==> src/rtl/param_counter.sv <==
// ---------------------------------------------------------------------------
// param_counter
//
// Modulo-N up/down counter with optional saturation and an optional parallel
// load. It is meant to be cascaded: one stage's cout feeds the next stage's
// ce, and all stages share clk and clr, so a chain behaves as a single
// multi-digit counter with radix MODULUS per digit.
//
// Parameters:
//   WIDTH    - counter width in bits
//   MODULUS  - count range 0..MODULUS-1, legal range 2..2**WIDTH
//   SATURATE - 0: wrap at the terminal count, 1: hold at the terminal count
//
// Ports:
//   clk   in   single clock, all state changes on its rising edge
//   clr   in   synchronous active-high clear (highest priority)
//   ce    in   count enable
//   up    in   direction, 1 = increment, 0 = decrement
//   load  in   parallel load strobe    (only with PCOUNTER_LOAD_EN)
//   din   in   parallel load value     (only with PCOUNTER_LOAD_EN)
//   q     out  registered count value
//   cout  out  combinational wrap/carry, drives the next stage's ce
//   sat   out  registered "held at terminal count" flag (SATURATE=1 only)
//
// Optional feature macro: PCOUNTER_LOAD_EN adds load/din and the load path.
// ---------------------------------------------------------------------------
module param_counter #(
  parameter int WIDTH    = 4,
  parameter int MODULUS  = 16,
  parameter int SATURATE = 0
) (
  input  logic             clk,
  input  logic             clr,
  input  logic             ce,
  input  logic             up,
`ifdef PCOUNTER_LOAD_EN
  input  logic             load,
  input  logic [WIDTH-1:0] din,
`endif
  output logic [WIDTH-1:0] q,
  output logic             cout,
  output logic             sat
);

  // Reject an unusable modulus while the design is being elaborated.
  if (MODULUS < 2 || MODULUS > (2 ** WIDTH)) begin : g_bad_modulus
    $error("param_counter: MODULUS=%0d outside legal range 2..%0d",
           MODULUS, 2 ** WIDTH);
  end

  // Terminal count, plus MODULUS one bit wider so that MODULUS = 2**WIDTH
  // still compares correctly against a load value.
  localparam logic [WIDTH-1:0] TOP     = WIDTH'(MODULUS - 1);
  localparam logic [WIDTH:0]   MOD_EXT = (WIDTH + 1)'(MODULUS);

  logic [WIDTH-1:0] q_next;
  logic             sat_next;
  logic             at_top;
  logic             at_bot;
  logic             load_gate;

  assign at_top = (q == TOP);
  assign at_bot = (q == '0);

`ifdef PCOUNTER_LOAD_EN
  assign load_gate = load;
`else
  assign load_gate = 1'b0;
`endif

  // Next-state logic. The count path is worked out first; a load (when the
  // feature is built in) is applied afterwards so it overrides counting.
  // Wrap is explicit at both ends so q never leaves 0..MODULUS-1. The sat
  // flag is set only on an edge where a terminal count is held, and cleared
  // on any edge that moves q or loads.
  always_comb begin
    q_next   = q;
    sat_next = sat;
    if (ce) begin
      if (up) begin
        if (at_top) begin
          if (SATURATE != 0) begin
            sat_next = 1'b1;
          end else begin
            q_next   = '0;
            sat_next = 1'b0;
          end
        end else begin
          q_next   = q + WIDTH'(1);
          sat_next = 1'b0;
        end
      end else begin
        if (at_bot) begin
          if (SATURATE != 0) begin
            sat_next = 1'b1;
          end else begin
            q_next   = TOP;
            sat_next = 1'b0;
          end
        end else begin
          q_next   = q - WIDTH'(1);
          sat_next = 1'b0;
        end
      end
    end
`ifdef PCOUNTER_LOAD_EN
    if (load) begin
      q_next   = ({1'b0, din} >= MOD_EXT) ? TOP : din;
      sat_next = 1'b0;
    end
`endif
  end

  // State register; clr wins over everything, including a pending load.
  always_ff @(posedge clk) begin
    if (clr) begin
      q   <= '0;
      sat <= 1'b0;
    end else begin
      q   <= q_next;
      sat <= sat_next;
    end
  end

  // Carry is asserted in the cycle whose edge will wrap, so a following
  // stage advances on exactly that edge. A saturating counter never wraps,
  // and a load or clear in progress suppresses it.
  assign cout = (SATURATE == 0) ?
                (ce & ~clr & ~load_gate & (up ? at_top : at_bot)) : 1'b0;

endmodule

==> config.mk <==
export PLATFORM = sky130hd
export DESIGN_NAME = param_counter
export DESIGN_NICKNAME = d
export VERILOG_FILES = /design/src/rtl/param_counter.sv
export SDC_FILE = /design/constraint.sdc
export NUM_CORES = 1
export LEC_CHECK = 0
export ABC_AREA = 1
export CORE_AREA = 4 4 41 43
export DETAILED_ROUTE_END_ITERATION = 10
export DIE_AREA = 0 0 45 47
export PLACE_DENSITY_LB_ADDON = 0.08
export SLEW_MARGIN = 0
export SYNTH_ARGS = -nofsm -noshare
export SYNTH_HDL_FRONTEND = slang
export SYNTH_SLANG_ARGS = --single-unit
==> constraint.sdc <==
create_clock -name clk -period 1.73 [get_ports clk]
set_input_delay 0.4325 -clock clk [delete_from_list [all_inputs] [get_ports clk]]
set_output_delay 0.4325 -clock clk [all_outputs]
set_load 0.02 [all_outputs]
# Word-level counts from Yosys, hierarchy flattened
# Index checks and enable logic that the tools add are counted.
[word_totals] input_bits=4 elab_cells=12 register_bits=4 out_inout_bits=6
[classes] addsub=2 mux=4 n_eq_ne=1 bitwise_logic=3 reduce_logical=1
[ops] operator="$mux W4" n=3
[ops] operator="$add A4 B1 Y4 const B" n=1
[ops] operator="$eq A4 B4 Y1 const B" n=1
[ops] operator="$logic_not A4 Y1" n=1
[ops] operator="$sub A4 B1 Y4 const B" n=1
[ops] operator="$and A1 B1 Y1" n=2
[ops] operator="$mux W1" n=1
[ops] operator="$not A1 Y1" n=1

# Depth between registers and ports, before layout
# Gate-level depths: netlist of the first run.
[logic_depth] depth_word=3 mapped_depth=8 depth_no_buf=8

# Worst setup path before layout of the first run
# OpenSTA, ideal clock, no wires.
[synth_path] path_type="register -> output" from="reg q[1]" to="out cout" arrival_time_ns=1.274 path_slack_ns=0.023 required_ns=1.297 n_path_buf=0 stages_incl_launch_ff=6 path_cell_list="dfxtp_1 ha_1 nand3_1 nor2_1 a21oi_1 nor3_2"
[synth_between] elab_chain_len=3 word_cells_on_any_way=4 classes_between="eq/ne (1); mux (1); bitwise (1); reduce/logical (1)"
[synth_lines] element="start, declared" line_no="40" source="output logic [WIDTH-1:0] q,"
[synth_lines] element="start signal, assigned" line_no="120" source="q <= q_next;"
[synth_lines] element="$eq A4 B4 Y1 or $logic_not A4 Y1 (tied branches)" line_no="62, 63"
[synth_lines] element="$mux W1 *" line_no="129" source="(ce & ~clr & ~load_gate & (up ? at_top : at_bot)) : 1'b0;"
[synth_lines] element="$and A1 B1 Y1 *" line_no="129"
[synth_lines] element="end, declared" line_no="41" source="output logic cout,"
# Mark *: on every way between the ends. The rest lies on a longest branch, timed or not.

# Worst setup path in the final report of the first run
[layout_path] from="in ce" to="out cout"
[layout_between] elab_chain_len=2
[layout_lines] element="start, declared" line_no="34" source="input logic ce,"
[layout_lines] element="$and A1 B1 Y1 (2 in series)" line_no="129"
# Every way passes these cells.

==> results of run 1 <==
==> Yosys cell counts, drive strengths merged <==
master / number
conb: 1
nor3: 1
inv: 9
nand3: 5
buf: 1
xnor2: 1
nand2: 12
a21oi: 7
nand4: 1
nor3b: 1
dfxtp: 4
o21ai: 1
nor2: 4
ha: 2
==> power groups by stage <==
stage	Combinational (mW)	Clock [mW]	Sequential (mW)
after floorplan	0.0572	0	0.125
after global placement	0.144	0	0.110
after detailed placement	0.143	0	0.110
after CTS	0.138	0.122	0.111
after global routing	0.157	0.123	0.114
final	0.139	0.116	0.113
==> cells by family after synthesis <==
kind of cell / Yosys count / synth area share [%]
AOI/OAI and AO/OA: 8 / 13.7
xor gates and xnor gates: 1 / 2.75
other: 1 / 1.18
adders and majority gates: 2 / 7.84
and+or+nand+nor: 24 / 36.5
buffers and inverters: 10 / 12.9
DFF: 4 / 25.1
==> per-layer routing <==
metal | GRT usage, % | up-vias
met3 | 1.15 | 0
met2 | 16.9 | 10
met1 | 12.3 | 146
met4 | 7.02 | 0
met5 | 0 | -
li1 | - | 200
==> stage by stage <==
step	cell area, sq um	worst slack [ns]	power [mW]	util, %	instances
after CTS	531	-0.0316	0.371	40.8	87
final	546	0.000824	0.367	41.9	87
after global routing	546	-0.0549	0.393	41.9	87
after global placement	500	-0.590	0.254	38.5	84
after detailed placement	500	-0.620	0.253	38.5	84
after floorplan	319	0.0233	0.182	-	50
==> worst min-delay path, stage by stage (launching register included) <==
cell and delay (ns):
dfxtp_4 0.36, buf_4 0.13, a21oi_1 0.06
==> how the worst min path moves through the flow <==
stage	slack, ns	depth (start not counted)	end	startpoint
2_1_floorplan	0.50	1	q[2]	clr
3_3_place_gp	0.61	2	q[0]	q[0]
3_5_place_dp	0.60	2	q[0]	q[0]
4_1_cts	0.56	2	q[0]	q[0]
5_1_grt	0.61	2	q[0]	q[0]
6_report	0.59	2	q[0]	q[0]
==> final cells by class <==
class,instances,area share [%]
multi-input combinational,36,41.1
timing repair buffer,20,29.6
sequential,4,15.6
inverter,9,6.19
clock buffer,3,4.13
tap,15,3.44
==> repair_timing <==
item | 4_1_cts | 5_1_grt
pin swaps | 2 | 2
endpoints found under the hold margin | 0 | 0
resized for setup | 16 | 6
setup endpoints to repair | 5 | 1
==> impl_metrics.env, run 1 <==
export IMPL_status="finished clean"
export IMPL_arrival_ns=1.30
export IMPL_synthTopCellsByArea="dfxtp_1 (25%), nand2_1 (13%), a21oi_1 (9.4%), inv_1 (9.4%), ha_1 (7.8%)"
export IMPL_syn_inst=50
export IMPL_syn_area_sq_um=319
export IMPL_vias=356
export IMPL_crit_slowest_cell="clkdlybuf4s50_1"
export IMPL_grt_pass1_wl_um=1560
export IMPL_htree_levels=1
export IMPL_fmax_mhz=578
export IMPL_reg2reg_depth=9
export IMPL_gp_congestion=0.783
export IMPL_pwr_share_comb_pct=37.9
export IMPL_rsz0062_at_grt="yes"
export IMPL_ys_types=17
export IMPL_finClkSkew_ns=0.00165
export IMPL_top_regs="q (4)"
export IMPL_cp_max_fo=2
export IMPL_synth_top_area_share_pct=25.1
export IMPL_syn_to_final_growth_pct=71.0
export IMPL_postCtsSetupBuffers=0
export IMPL_routed_top_layer="met3"
export IMPL_seq_area_frac_synth_pct=25.1
export IMPL_worstSkewPairLatency_ns=0.23
export IMPL_antenna_found_initial=0
export IMPL_hpwlAfterDp_um=709
export IMPL_core_area_sq_um=1300
export IMPL_die_area_sq_um=2120
export IMPL_vdd_drop_max_uv=168
export IMPL_grt_pass1_vias=388
export IMPL_hold_violations=0
export IMPL_final_layout_size_suffix_gt1_share_pct=43.1
export IMPL_start_util_pct=24.5
export IMPL_cts_tree="done"
export IMPL_synth_seq_cells=4
export IMPL_rows=13
export IMPL_drt_pass1_iterations=4
export IMPL_worstPathBufferInverterCount=3
export IMPL_worstReg2RegStart="q[1]"
export IMPL_crit_cells=4
export IMPL_die_w_um=45
export IMPL_grt_overflow=0
export IMPL_multi_input_area_sq_um=224
export IMPL_postCtsHoldBufs=0
export IMPL_final_min_clock_period_ns=1.73
export IMPL_avgSynthCellArea_sq_um=6.38
export IMPL_final_cell_mix="buf_4 (13), nand2_1 (11), inv_1 (5), a21oi_1 (5), dlygate4sd2_1 (5)"
export IMPL_via_per_inst=4.09
export IMPL_drv_cap=0
export IMPL_seq_power_share_pct=30.7
export IMPL_top_register="q"
export IMPL_largest_reg_flops=4
export IMPL_drv_slew=0
export IMPL_holdWs_ns=0.587
export IMPL_drt_total_wl_um=843
export IMPL_n_antenna_cell=0
export IMPL_fp_dieH_um=47
export IMPL_r2r_end="q[3]"
export IMPL_worst_setup_path_start_kind="input pin"
export IMPL_worst_setup_path_end_kind="primary output"
export IMPL_finalNetCount=80
export IMPL_wire_per_inst_um=9.69
export IMPL_setup_tns_final_ns=0
export IMPL_final_common_cell="buf_4"
export IMPL_ys_warnings_count=0
export IMPL_seqCellArea_sq_um=85.1
export IMPL_power_switching_uw=120
export IMPL_clockRootBuffer="clkbuf_4"
export IMPL_regToRegSetupSlack_ns=0.45
export IMPL_fillerInstances=147
export IMPL_startpoint="ce"
export IMPL_endpoint="cout"
export IMPL_synth_nets=56
export IMPL_holdCritPathClass="flip-flop to flip-flop"
export IMPL_ioPinCount=10
export IMPL_path_class="input pin to primary output"
export IMPL_clk_transition_reported_paths_ns=0.04
export IMPL_grt_max_degree=7
export IMPL_power_leakage_nw=0.274
export IMPL_grt_usage_pct=10.2
export IMPL_timing_critical_path_max_delay_family="buffers and inverters"
export IMPL_required_ns=1.30
export IMPL_cts_buffers=3
export IMPL_postRouteAntennaNets=0
export IMPL_drt_initial_drc_count=4
export IMPL_slowest_delay_ns=0.50
export IMPL_wl_met3_um=49
export IMPL_clock_sinks=4
export IMPL_synth_area_leader_cell="dfxtp_1"
export IMPL_power_density_nw_per_um2=674
export IMPL_io_buffer_count=8
export IMPL_internal_power_uw=247
export IMPL_met2RoutedLength_um=415
export IMPL_clockBufferDepth=2
export IMPL_drc=0
export IMPL_crit_chain="clkdlybuf4s50_1, inv_2, nor3_2, buf_4"
export IMPL_setup_viol=0
export IMPL_swShare_pct=32.7
export IMPL_m1WireLength_um=378
export IMPL_finalCritPeriodShare_pct=100
export IMPL_power_frac_clock_pct=31.4
(Power assumes the default switching activity.)
==> run 2: changes to the inputs <==
--- a/config.mk
+++ b/config.mk
@@ -9,6 +9,7 @@
 export CORE_AREA = 4 4 41 43
 export DETAILED_ROUTE_END_ITERATION = 10
 export DIE_AREA = 0 0 45 47
+export GPL_ROUTABILITY_DRIVEN = 0
 export PLACE_DENSITY_LB_ADDON = 0.08
 export SLEW_MARGIN = 0
 export SYNTH_ARGS = -nofsm -noshare
==> results of run 2 <==
No change in the layout: final DEF, timing and power equal those of run 1.
==> run 3: changes to the inputs <==
--- a/config.mk
+++ b/config.mk
@@ -6,10 +6,12 @@
 export NUM_CORES = 1
 export LEC_CHECK = 0
 export ABC_AREA = 1
+export CAP_MARGIN = 20
 export CORE_AREA = 4 4 41 43
 export DETAILED_ROUTE_END_ITERATION = 10
 export DIE_AREA = 0 0 45 47
 export GPL_ROUTABILITY_DRIVEN = 0
+export HOLD_SLACK_MARGIN = 0.06
 export PLACE_DENSITY_LB_ADDON = 0.08
 export SLEW_MARGIN = 0
 export SYNTH_ARGS = -nofsm -noshare
==> results of run 3 <==
No change in the layout: final DEF, timing and power equal those of run 1.
